$ cat config.mk
export PLATFORM = sky130hd
export DESIGN_NAME = pc_sequencer
export DESIGN_NICKNAME = d
export VERILOG_FILES = /design/src/rtl/core_pkg.sv /design/src/rtl/ret_addr_stack.sv /design/src/rtl/pc_sequencer.sv
export SDC_FILE = /design/constraint.sdc
export NUM_CORES = 1
export LEC_CHECK = 0
export CAP_MARGIN = 20
export CELL_PAD_IN_SITES_DETAIL_PLACEMENT = 1
export CELL_PAD_IN_SITES_GLOBAL_PLACEMENT = 1
export CORE_MARGIN = 2
export CORE_UTILIZATION = 56
export CTS_BUF_LIST = sky130_fd_sc_hd__clkbuf_2 sky130_fd_sc_hd__clkbuf_4 sky130_fd_sc_hd__clkbuf_8
export CTS_CLUSTER_DIAMETER = 60
export DETAILED_ROUTE_END_ITERATION = 10
export DONT_BUFFER_PORTS = 1
export PLACE_DENSITY_LB_ADDON = 0.1
export RECOVER_POWER = 25
export REMOVE_ABC_BUFFERS = 1
export SKIP_CTS_REPAIR_TIMING = 1
export SLEW_MARGIN = 20
export SYNTH_ARGS = -nofsm -noshare
export SYNTH_HDL_FRONTEND = slang
export SYNTH_SLANG_ARGS = --single-unit
$ cat constraint.sdc
create_clock -name clk -period 10.5 [get_ports clk]
set_clock_uncertainty 0.05 [all_clocks]
set_input_delay 0.525 -clock clk [delete_from_list [all_inputs] [get_ports clk]]
set_output_delay 0.525 -clock clk [all_outputs]
set_load 0.1 [all_outputs]
$ cat src/rtl/core_pkg.sv
// Shared front-end types and default widths.
// Imported by the PC sequencer and its return-address stack.
package core_pkg;
  localparam int XLEN_DEF = 32;
  localparam int STEP_DEF = 4;

  typedef enum logic [1:0] {
    BOOT,
    RUN,
    FAULT
  } pc_state_e;
endpackage

$ cat src/rtl/ret_addr_stack.sv
// Return-address stack: circular buffer with saturating count.
// When full, a push overwrites the oldest entry.
module ret_addr_stack
  import core_pkg::*;
#(
  parameter int DEPTH = 4,
  parameter int WIDTH = 32
) (
  input  logic             clk,
  input  logic             rst,
  input  logic             push,
  input  logic             pop,
  input  logic [WIDTH-1:0] push_data,
  output logic [WIDTH-1:0] top,
  output logic             empty
);
  localparam int AW = $clog2(DEPTH);
  localparam int CW = AW + 1;

  logic [WIDTH-1:0] r_mem [DEPTH];
  logic [AW-1:0]    r_top;
  logic [CW-1:0]    r_cnt;
  logic             w_pop;
  logic             w_repl;
  logic [AW-1:0]    w_wr_idx;

  assign w_pop    = pop && (r_cnt != '0);
  assign w_repl   = push && w_pop;
  assign w_wr_idx = w_repl ? r_top : r_top + AW'(1);
  assign top      = r_mem[r_top];
  assign empty    = (r_cnt == '0);

  // Track top index and occupancy; pop-then-push nets out to a replace.
  always_ff @(posedge clk) begin
    if (rst) begin
      r_top <= '0;
      r_cnt <= '0;
    end else if (w_repl) begin
      r_top <= r_top;
    end else if (push) begin
      r_top <= r_top + AW'(1);
      if (r_cnt != CW'(DEPTH))
        r_cnt <= r_cnt + CW'(1);
    end else if (w_pop) begin
      r_top <= r_top - AW'(1);
      r_cnt <= r_cnt - CW'(1);
    end
  end

  // Entry storage; contents beyond the count are don't-care.
  always_ff @(posedge clk) begin
    if (push)
      r_mem[w_wr_idx] <= push_data;
  end
endmodule

$ cat src/rtl/pc_sequencer.sv
// Fetch PC unit: boot/run/fault FSM, target adder, redirect mux.
// Priority each cycle: trap, then resolved branch, then sequential.
module pc_sequencer
  import core_pkg::*;
#(
  parameter int             XLEN         = XLEN_DEF,
  parameter logic [XLEN-1:0] RESET_VECTOR = XLEN'(32'h8000_0000),
  parameter int             STEP         = STEP_DEF,
  parameter int             RAS_DEPTH    = 4
) (
  input  logic            clk,
  input  logic            rst,
  output logic            fetch_valid,
  input  logic            fetch_ready,
  output logic [XLEN-1:0] fetch_pc,
  input  logic            br_valid,
  input  logic            br_isjalr,
  input  logic [XLEN-1:0] br_base_pc,
  input  logic [XLEN-1:0] br_offset,
  input  logic [XLEN-1:0] br_jalr_reg,
  input  logic            br_is_call,
  input  logic            br_is_ret,
  input  logic            trap_valid,
  input  logic [XLEN-1:0] trap_vector,
  output logic            misalign_valid,
  output logic [XLEN-1:0] misalign_pc,
  output logic            ras_empty
);
  pc_state_e       r_state;
  pc_state_e       w_state_nxt;
  logic [XLEN-1:0] r_pc;
  logic [XLEN-1:0] w_pc_nxt;
  logic            r_mis;
  logic            w_mis_nxt;
  logic [XLEN-1:0] r_mis_pc;
  logic [XLEN-1:0] w_mis_pc_nxt;

  logic [XLEN-1:0] w_base;
  logic [XLEN-1:0] w_sum;
  logic [XLEN-1:0] w_calc;
  logic [XLEN-1:0] w_target;
  logic [XLEN-1:0] w_ras_top;
  logic [XLEN-1:0] w_push_data;
  logic            w_ras_empty;
  logic            w_ras_hit;
  logic            w_misal;
  logic            w_push;
  logic            w_pop;

  assign w_base      = br_isjalr ? br_jalr_reg : br_base_pc;
  assign w_sum       = w_base + br_offset;
  assign w_calc      = {w_sum[XLEN-1:1], w_sum[0] & ~br_isjalr};
  assign w_ras_hit   = br_is_ret && !w_ras_empty;
  assign w_target    = w_ras_hit ? w_ras_top : w_calc;
  assign w_misal     = |w_target[1:0];
  assign w_push_data = br_base_pc + XLEN'(STEP);

  ret_addr_stack #(
    .DEPTH (RAS_DEPTH),
    .WIDTH (XLEN)
  ) u_ras (
    .clk       (clk),
    .rst       (rst),
    .push      (w_push),
    .pop       (w_pop),
    .push_data (w_push_data),
    .top       (w_ras_top),
    .empty     (w_ras_empty)
  );

  // State, PC and fault registers.
  always_ff @(posedge clk) begin
    if (rst) begin
      r_state  <= BOOT;
      r_pc     <= RESET_VECTOR;
      r_mis    <= 1'b0;
      r_mis_pc <= '0;
    end else begin
      r_state  <= w_state_nxt;
      r_pc     <= w_pc_nxt;
      r_mis    <= w_mis_nxt;
      r_mis_pc <= w_mis_pc_nxt;
    end
  end

  // Next state, next PC and RAS control in priority order.
  always_comb begin
    w_state_nxt  = r_state;
    w_pc_nxt     = r_pc;
    w_mis_nxt    = 1'b0;
    w_mis_pc_nxt = r_mis_pc;
    w_push       = 1'b0;
    w_pop        = 1'b0;
    if (trap_valid) begin
      w_pc_nxt    = trap_vector;
      w_state_nxt = RUN;
    end else begin
      unique case (r_state)
        BOOT: w_state_nxt = RUN;
        RUN: begin
          if (br_valid) begin
            if (w_misal) begin
              w_state_nxt  = FAULT;
              w_mis_nxt    = 1'b1;
              w_mis_pc_nxt = w_target;
            end else begin
              w_pc_nxt = w_target;
              w_push   = br_is_call;
              w_pop    = br_is_ret;
            end
          end else if (fetch_ready) begin
            w_pc_nxt = r_pc + XLEN'(STEP);
          end
        end
        FAULT: w_state_nxt = FAULT;
        default: w_state_nxt = BOOT;
      endcase
    end
  end

  assign fetch_valid    = (r_state == RUN);
  assign fetch_pc       = r_pc;
  assign misalign_valid = r_mis;
  assign misalign_pc    = r_mis_pc;
  assign ras_empty      = w_ras_empty;
endmodule

==> impl_metrics.env, run 1 <==
export IMPL_status="finished with violations"
export IMPL_violations="capacitance limit, slew limit"
export IMPL_wire_per_inst_um=27.48
export IMPL_syn_area_sq_um=11180
export IMPL_power_density_nw_per_um2=176.2
export IMPL_routed_via_density=6.796
export IMPL_rsz0062_at_grt="false"
export IMPL_async_reset_ff_share_pct=0
export IMPL_yosys_area_top_type="edfxtp_1"
export IMPL_period_share_pct=39.39
export IMPL_drive_gt1_share_pct=13.59
export IMPL_final_fill_count=2110
export IMPL_clockBufferDepth=3
export IMPL_io_buffers=0
export IMPL_synth_cells=1064
export IMPL_die_area_sq_um=21120
export IMPL_cp_max_fo=34
export IMPL_ys_flop_type="edfxtp_1"
export IMPL_dieWidth_um=145.3
export IMPL_synth_commonest_cells="edfxtp_1, nor2_1, nand2_1, a21oi_1, dfxtp_1"
export IMPL_setup_tns_final_ps=0
export IMPL_cap_violations=2
export IMPL_clkLatencyLatePin_ps=540
export IMPL_fin_ws_ps=6364
export IMPL_synth_top_cell_area_share_pct=34.37
export IMPL_total_leakage_power_uw=0.004210
export IMPL_ant_nets=0
export IMPL_cts_made_buffers=34
export IMPL_synth_area_leaders="edfxtp_1, dfxtp_1, mux4_2"
export IMPL_wl_mm=37.04
export IMPL_clock_fmax_ghz=0.2418
export IMPL_pre_cts_ws_ps=5957
export IMPL_power_internal_uw=1376
export IMPL_synth_edf_count=128
export IMPL_cts_root_buf="clkbuf_8"
export IMPL_worst_pin_slew_ps=1555
export IMPL_start_util_pct=57.27
export IMPL_antenna_found_initial=1
export IMPL_clkPwrFrac_pct=32.1
export IMPL_synth_seq_cells=202
export IMPL_gp_congestion=0.8095
export IMPL_fin_util_pct=62.00
export IMPL_die_h_um=145.3
export IMPL_min_period_ps=4136
export IMPL_ys_warn_count=0
export IMPL_ys_types=62
export IMPL_nNetsFinal=1233
export IMPL_swShare_pct=35.50
export IMPL_crit_type="in -> reg"
export IMPL_irDropWorstVdd_v=0.00009803
export IMPL_dr_pass1_iters=5
export IMPL_cts_tree="yes"
export IMPL_reg2reg_slack_ps=6390
export IMPL_first_iter_violations=764
export IMPL_finalSetupViolations=0
export IMPL_fin_cells=1348
export IMPL_ys_seq_area_share_pct=47.62
export IMPL_holdCritPathClass="in -> reg"
export IMPL_grt_pass1_vias=9563
export IMPL_coreArea_sq_um=19530
export IMPL_cts_clk_slew_worst_paths_ps=70
export IMPL_grt_max_degree=50
export IMPL_avgSynthCellArea_sq_um=10.51
export IMPL_p_comb_share_pct=19.9
export IMPL_io_pins=203
export IMPL_drc=0
export IMPL_rows=51
export IMPL_relSlewSlack_pct=-3.675
export IMPL_place_inst=1287
export IMPL_globalRouteTotalUtil_pct=34.40
export IMPL_htreeDepth=2
export IMPL_clock_sinks=202
export IMPL_overflow=0
export IMPL_seq_power_share_pct=47.9
export IMPL_cp_arrival_ps=4530
export IMPL_p_sw_uw=757.4
export IMPL_slew_violations=6
export IMPL_via_count=9161
export IMPL_cp_start_kind="input port"
export IMPL_end_kind="register"
export IMPL_yosysMostFrequentCell="edfxtp_1"
export IMPL_areaGrowthSynthToFinish_pct=8.257
export IMPL_hpwl_mm=25.59
export IMPL_hold_violations=0
export IMPL_required_ps=10890
export IMPL_grt_pass1_wl_mm=56.00
[layer usage]
metal	part of all wire [%]	GRT usage [%]	vias to the layer above
li1	-	-	4004
met1	40	43.92	4584
met2	48	56.99	485
met3	9.2	9.025	88
met4	3.1	12.25	0
met5	0	0	-
[critical path, cell delays in order]
cell       delay, ps
mux2_2           320
ha_1             230
fa_1             430
a21o_1           220
a221oi_1         650
a21o_1           290
a211oi_1         160
o2111ai_1        370
o21ai_0          230
xnor2_1          180
o21ai_0          590
a21oi_1          160
nor3_1           160
[path summary, 6_finish.rpt]
path | startpoint | endpoint | cells after the start
setup / recovery | br_isjalr | fetch_pc[26] | 13
setup reg to reg | fetch_pc[5] | fetch_pc[30] | 11
hold reg to reg | u_ras.r_cnt[2] | u_ras.r_cnt[2] | 2
hold / removal | rst | misalign_pc[19] | 1
[layout make-up]
cell class              count  area [sq um]  share of cell area [%]
flip-flops and latches    202          5326                   44.00
diodes                      1         2.502                 0.02067
inverters                  15         57.56                  0.4754
well taps                 265         331.6                   2.739
repair buffers             20         146.4                   1.209
multi-input cells         786          5602                   46.27
clock inverters            10         53.80                  0.4444
clock buffers              49         586.8                   4.847
[kinds of logic (layout without fill, tap and decap cells)]
family,Yosys count,in the layout,share of synthesized area [%]
AND/OR/NAND/NOR,315,315,12.98
AO/OA/AOI/OAI,284,284,15.99
flip-flops,202,202,47.62
XOR/XNOR,78,78,6.109
buffers and inverters,76,94,2.652
multiplexers,71,71,10.27
adder cells (fa/ha/maj),38,38,4.386
other,0,1,0
[metrics by stage]
step	hold WS [ps]	instance area (sq um)	power (uW)
after floorplan	466.0	10940	1315
after global placement	544.7	11480	1435
after detailed placement	553.3	11480	1451
after CTS	-5.250	12120	2131
after global routing	-3.720	12110	2201
final	8.603	12110	2133
[cells in the final DEF (no fill, tap or decap), types with 4 or more instances in the layout]
master / instances
edfxtp_1: 128
nor2_1: 102
nand2_1: 89
a21oi_1: 85
dfxtp_1: 73
o21ai_0: 67
xnor2_1: 48
a211oi_1: 36
ha_1: 36
clkbuf_8: 35
mux4_2: 32
xor2_1: 30
mux2_2: 30
nand3_1: 29
nand4_1: 21
a21o_1: 20
nor3_1: 18
a31oi_1: 16
inv_1: 14
and3_1: 14
clkbuf_4: 14
buf_4: 11
nor2b_1: 9
a221oi_1: 9
mux2i_1: 9
o22ai_1: 8
clkbuf_1: 7
o211ai_1: 6
clkinv_2: 4
or3_1: 4
and2_1: 4
nor4_1: 4
clkinv_1: 4
[power groups by stage]
stage          combinational (uW)  clock (uW)  sequential [uW]
5_1_grt                       455         721             1030
3_3_place_gp                  398           0             1040
3_5_place_dp                  413           0             1040
6_report                      425         685             1020
4_1_cts                       419         690             1020
2_1_floorplan                 259           0             1060
[flip-flops by register name (all words and copies together), names as in the netlist, named ones only]
| register | count |
|---|---|
| u_ras.r_mem | 128 |
| fetch_pc | 32 |
| misalign_pc | 32 |
| u_ras.r_cnt | 3 |
| r_state | 2 |
| u_ras.r_top | 2 |
| misalign_valid | 1 |
Power figures use the tool's default switching activity.
==> run 2: changes to the inputs <==
--- a/config.mk
+++ b/config.mk
@@ -5,11 +5,12 @@
 export SDC_FILE = /design/constraint.sdc
 export NUM_CORES = 1
 export LEC_CHECK = 0
+export ABC_AREA = 1
 export CAP_MARGIN = 20
 export CELL_PAD_IN_SITES_DETAIL_PLACEMENT = 1
 export CELL_PAD_IN_SITES_GLOBAL_PLACEMENT = 1
 export CORE_MARGIN = 2
-export CORE_UTILIZATION = 56
+export CORE_UTILIZATION = 44
 export CTS_BUF_LIST = sky130_fd_sc_hd__clkbuf_2 sky130_fd_sc_hd__clkbuf_4 sky130_fd_sc_hd__clkbuf_8
 export CTS_CLUSTER_DIAMETER = 60
 export DETAILED_ROUTE_END_ITERATION = 10
==> constraint.sdc (replaced) <==
create_clock -name clk -period 3.52 [get_ports clk]
set_clock_uncertainty 0.05 [all_clocks]
set_input_delay 0.176 -clock clk [delete_from_list [all_inputs] [get_ports clk]]
set_output_delay 0.176 -clock clk [all_outputs]
set_load 0.1 [all_outputs]
==> impl_metrics.env, run 2 <==
export IMPL_status="completed"
export IMPL_cp_arrival_ps=3240
export IMPL_drc=0
export IMPL_place_area_sq_um=12680
export IMPL_die_h_um=169.6
export IMPL_cp_max_fo=32
export IMPL_io_buffers=0
export IMPL_grt_pass1_wl_mm=61.08
export IMPL_ys_types=54
export IMPL_clkLatencyLatePin_ps=530
export IMPL_clock_fmax_ghz=0.3234
export IMPL_yosys_area_top_type="edfxtp_1"
export IMPL_clockBufferDepth=3
export IMPL_reg2reg_slack_ps=430
export IMPL_avgSynthCellArea_sq_um=7.557
export IMPL_fin_util_pct=51.14
export IMPL_wire_per_inst_um=19.67
export IMPL_overflow=0
export IMPL_min_period_ps=3092
export IMPL_final_area_sq_um=13780
export IMPL_irDropWorstVdd_v=0.0002215
export IMPL_ys_flop_type="edfxtp_1"
export IMPL_synth_cells=1597
export IMPL_largest_reg_flops=128
export IMPL_synth_edf_count=128
export IMPL_clock_sinks=202
export IMPL_multi_input_area_sq_um=5826
export IMPL_final_cell_mix="nand2_1, nor2_1, inv_1"
export IMPL_synth_seq_cells=202
export IMPL_synth_commonest_cells="nand2_1, nor2_1, inv_1, edfxtp_1, o21ai_0"
export IMPL_rows=60
export IMPL_hold_violations=0
export IMPL_coreArea_sq_um=26950
export IMPL_syn_area_sq_um=12070
export IMPL_cts_tree="yes"
export IMPL_synth_area_leaders="edfxtp_1, nand2_1, dfxtp_1"
export IMPL_grt_max_degree=60
export IMPL_slew_violations=0
export IMPL_relSlewSlack_pct=2.595
export IMPL_wl_mm=40.26
export IMPL_crit_type="reg -> reg"
export IMPL_rr_endpoint="u_ras.r_mem[3][19]"
export IMPL_min_to="u_ras.r_mem[0][31]"
export IMPL_final_common_cell="nand2_1"
export IMPL_worst_pin_slew_ps=1461
export IMPL_seqCellArea_sq_um=5326
export IMPL_routed_via_density=5.503
export IMPL_die_area_sq_um=28770
export IMPL_dieWidth_um=169.6
export IMPL_dr_pass1_iters=5
export IMPL_holdCritPathClass="in -> reg"
export IMPL_hp_start="br_base_pc[31]"
export IMPL_top_register="u_ras.r_mem"
export IMPL_via_count=11260
export IMPL_io_pins=203
export IMPL_cap_violations=0
export IMPL_hpwl_mm=29.72
export IMPL_rsz0062_at_grt="false"
export IMPL_start_util_pct=44.78
export IMPL_synth_top_cell_area_share_pct=31.85
export IMPL_cts_clk_slew_worst_paths_ps=70
export IMPL_async_reset_ff_share_pct=0
export IMPL_fin_cells=2047
export IMPL_cts_root_buf="clkbuf_8"
export IMPL_grt_pass1_vias=11270
export IMPL_whs_ps=4.301
export IMPL_end_kind="register"
export IMPL_power_density_nw_per_um2=469.8
export IMPL_finalPower_uw=6474
export IMPL_cts_made_buffers=34
export IMPL_gp_congestion=0.8723
export IMPL_ys_warn_count=0
export IMPL_n_antenna_cell=0
export IMPL_drive_gt1_share_pct=7.268
export IMPL_min_path_cells=2
export IMPL_first_iter_violations=857
export IMPL_globalRouteTotalUtil_pct=27.22
export IMPL_ant_nets=0
export IMPL_antenna_found_initial=0
export IMPL_nNetsFinal=1855
export IMPL_place_inst=1928
export IMPL_areaGrowthSynthToFinish_pct=14.20
export IMPL_finalSetupViolations=0
export IMPL_final_fill_count=3385
export IMPL_period_share_pct=87.85
export IMPL_ys_seq_area_share_pct=44.13
export IMPL_required_ps=3660
export IMPL_cp_start_kind="register"
export IMPL_yosysMostFrequentCell="nand2_1"
export IMPL_htreeDepth=2
export IMPL_reg2reg_depth=14
export IMPL_total_leakage_power_uw=0.005924
-- run 2: cell count changes after synthesis, sizes merged, moves of 32 or more --
cell	delta
nand3	+52
xnor2	-41
inv	+158
mux4	-32
nor2	+94
o21ai	+95
nand2	+343
-- run 2: area by class of cell --
class	instances	area share, %
sequential	202	38.65
timing repair buffer	107	6.446
clock buffer	52	4.512
tap	341	3.096
clock inverter	9	0.2996
multi-input combinational	1163	42.27
inverter	173	4.730
-- run 2: critical path: stages (launching register included) --
cell and delay, ps:
dfxtp_1 560, inv_1 140, nor2_1 120, o21ai_1 70
nand2_1 70, nand2_1 60, o21ai_2 130, nor2_4 90
nand2_2 210, inv_1 80, ha_1 250, xnor2_1 250
inv_1 140, nor3_2 250, buf_12 270
-- run 2: worst max path at each step --
stage | end | cells past startpoint | slack [ps]
after floorplan | u_ras.r_mem[1][0] | 12 | -2310
after global placement | u_ras.r_mem[3][23] | 15 | 360
after detailed placement | u_ras.r_mem[3][23] | 15 | 220
after CTS | u_ras.r_mem[3][19] | 14 | 460
after global routing | fetch_pc[28] | 14 | 110
final | u_ras.r_mem[3][19] | 14 | 430
-- run 2: layer usage --
layer / global-route usage [%] / share of wire (%)
met5: 0 / 0
met4: 5.983 / 1.8
met3: 5.317 / 5.6
met2: 45.06 / 47
met1: 37.07 / 46
-- run 2: logic make-up (layout without fill, tap and decap cells) --
logic type / Yosys count / count (layout) / synth area share [%]
flops: 202 / 202 / 44.13
fa+ha+maj: 38 / 38 / 4.064
simple gates: 760 / 760 / 26.45
mux: 1 / 1 / 0.08295
compound gates: 318 / 318 / 14.47
buf+inv: 232 / 341 / 7.465
xor+xnor: 46 / 46 / 3.339
-- run 2: power breakdown --
part	total, uW	leakage, uW	internal [uW]	switching (uW)
combinational	1630	0.00380	400	1230
sequential	2790	0.00176	2600	191
clock	2060	0.000363	1130	932
-- run 2: per-stage QoR --
stage | TNS (ps) | setup WS (ps)
after CTS | 0 | 457.4
after global routing | 0 | 107.3
after floorplan | -262750 | -2305
after global placement | 0 | 365.0
after detailed placement | 0 | 221.5
final | 0 | 427.7
==> run 3: changes to the inputs <==
--- a/config.mk
+++ b/config.mk
@@ -17,7 +17,6 @@
 export DONT_BUFFER_PORTS = 1
 export PLACE_DENSITY_LB_ADDON = 0.1
 export RECOVER_POWER = 25
-export REMOVE_ABC_BUFFERS = 1
 export SKIP_CTS_REPAIR_TIMING = 1
 export SLEW_MARGIN = 20
 export SYNTH_ARGS = -nofsm -noshare
==> impl_metrics.env, run 3 (synthesis results as in run 2) <==
export IMPL_clock_fmax_ghz=0.3222
export IMPL_end_kind="register"
export IMPL_multi_input_area_sq_um=5898
export IMPL_finalSetupViolations=0
export IMPL_fin_util_pct=52.11
export IMPL_die_h_um=169.6
export IMPL_cp_startpoint="fetch_pc[11]"
export IMPL_final_cell_mix="nand2_1, nor2_1, inv_1"
export IMPL_cp_arrival_ps=3480
export IMPL_rsz0062_at_grt="false"
export IMPL_regToRegStartpoint="fetch_pc[11]"
export IMPL_synth_nets=1771
export IMPL_min_period_ps=3104
export IMPL_overflow=0
export IMPL_final_common_cell="nand2_1"
export IMPL_required_ps=3890
export IMPL_dr_pass1_iters=5
export IMPL_globalRouteTotalUtil_pct=28.48
export IMPL_top_register="u_ras.r_mem"
export IMPL_wl_mm=43.35
export IMPL_cap_violations=0
export IMPL_crit_type="reg -> reg"
export IMPL_grt_pass1_vias=11160
export IMPL_gp_congestion=0.8934
export IMPL_grt_max_degree=60
export IMPL_routed_via_density=5.559
export IMPL_worst_pin_slew_ps=1466
export IMPL_clock_sinks=202
export IMPL_setup_tns_final_ps=0
export IMPL_holdCritPathClass="in -> reg"
export IMPL_cts_tree="yes"
export IMPL_grt_pass1_wl_mm=63.05
export IMPL_io_buffers=0
export IMPL_relSlewSlack_pct=2.241
export IMPL_areaGrowthSynthToFinish_pct=16.38
export IMPL_fin_cells=2061
export IMPL_antenna_found_initial=2
export IMPL_clkLatencyLatePin_ps=550
export IMPL_cts_made_buffers=38
export IMPL_total_leakage_power_uw=0.006007
export IMPL_hpwl_mm=31.46
export IMPL_hp_start="br_base_pc[6]"
export IMPL_wire_per_inst_um=21.03
export IMPL_start_util_pct=44.78
export IMPL_cts_clk_slew_worst_paths_ps=60
export IMPL_whs_ps=-6.422
export IMPL_first_iter_violations=807
export IMPL_io_pins=203
export IMPL_hold_violations=5
export IMPL_ant_nets=0
export IMPL_largest_reg_flops=128
export IMPL_finalPower_uw=6711
export IMPL_power_density_nw_per_um2=477.8
export IMPL_seqCellArea_sq_um=5326
export IMPL_status="finished with violations"
export IMPL_cts_root_buf="clkbuf_8"
export IMPL_violations="hold timing"
export IMPL_nNetsFinal=1863
export IMPL_drc=0
export IMPL_die_area_sq_um=28770
export IMPL_cp_start_kind="register"
export IMPL_place_inst=1924
export IMPL_period_share_pct=88.18
export IMPL_via_count=11460
export IMPL_htreeDepth=2
export IMPL_dieWidth_um=169.6
export IMPL_rows=60
export IMPL_final_fill_count=3407
export IMPL_irDropWorstVdd_v=0.0002032
export IMPL_clockBufferDepth=3
export IMPL_drive_gt1_share_pct=8.207
export IMPL_cp_max_fo=7
export IMPL_coreArea_sq_um=26950
export IMPL_slew_violations=0
==> run 3: cell count changes in the layout (fill, tap and decap cells not counted), moves of 3 or more <==
cell	change
clkbuf_1	-4
ha_1	-3
clkinvlp_4	+4
clkbuf_8	+5
dlygate4sd3_1	+7
nor3_4	+3
==> run 3: area by class of cell <==
type                            count  area share (%)
Multi-Input combinational cell   1163           42.00
Clock buffer                       56           4.864
Antenna cell                        2         0.03563
Sequential cell                   202           37.92
Timing Repair Buffer              111           6.860
Inverter                          173           4.641
Tap cell                          341           3.038
Clock inverter                     13          0.6414
==> run 3: worst paths after layout <==
path                             to  slack (ps)  depth (start not counted)
setup reg to reg       fetch_pc[24]         420                         12
setup / recovery       fetch_pc[24]         420                         12
hold reg to reg          r_state[1]         470                          2
hold / removal    u_ras.r_mem[0][6]          -6                          2
==> run 3: through the flow <==
step / instance area, sq um / hold slack [ps] / setup WS, ps
global placement: 12720 / 213.2 / 361.8
global route: 14040 / -10.53 / 85.89
floorplan: 12180 / 209.6 / 11.79
CTS: 13500 / -347.2 / 531.0
finish: 14040 / -6.422 / 415.9
detailed placement: 12720 / 214.7 / 302.7
==> run 3: worst max-delay path, cell delays in order, from the launching register on <==
cell and delay [ps]:
dfxtp_1 360, clkbuf_1 920, inv_1 230, nor2_1 200, nand2_1 80, nor2_2 220
nand3_1 200, nor2_4 230, nand3_1 130, nand3_1 160, nand3_1 90, inv_2 70
a21oi_1 60
==> run 3: layer usage <==
layer  up-vias  GRT usage, %  wire (um)
met2       336         49.72      21340
met5         -             0         14
met1      5560         36.50      18630
li1       5488             -          -
met4         2         7.358       1007
met3        71         5.061       2351
==> run 3: power breakdown <==
part | leakage (uW) | switching, uW | internal, uW
sequential | 0.00176 | 210 | 2600
clock | 0.000403 | 1040 | 1260
combinational | 0.00385 | 1190 | 409
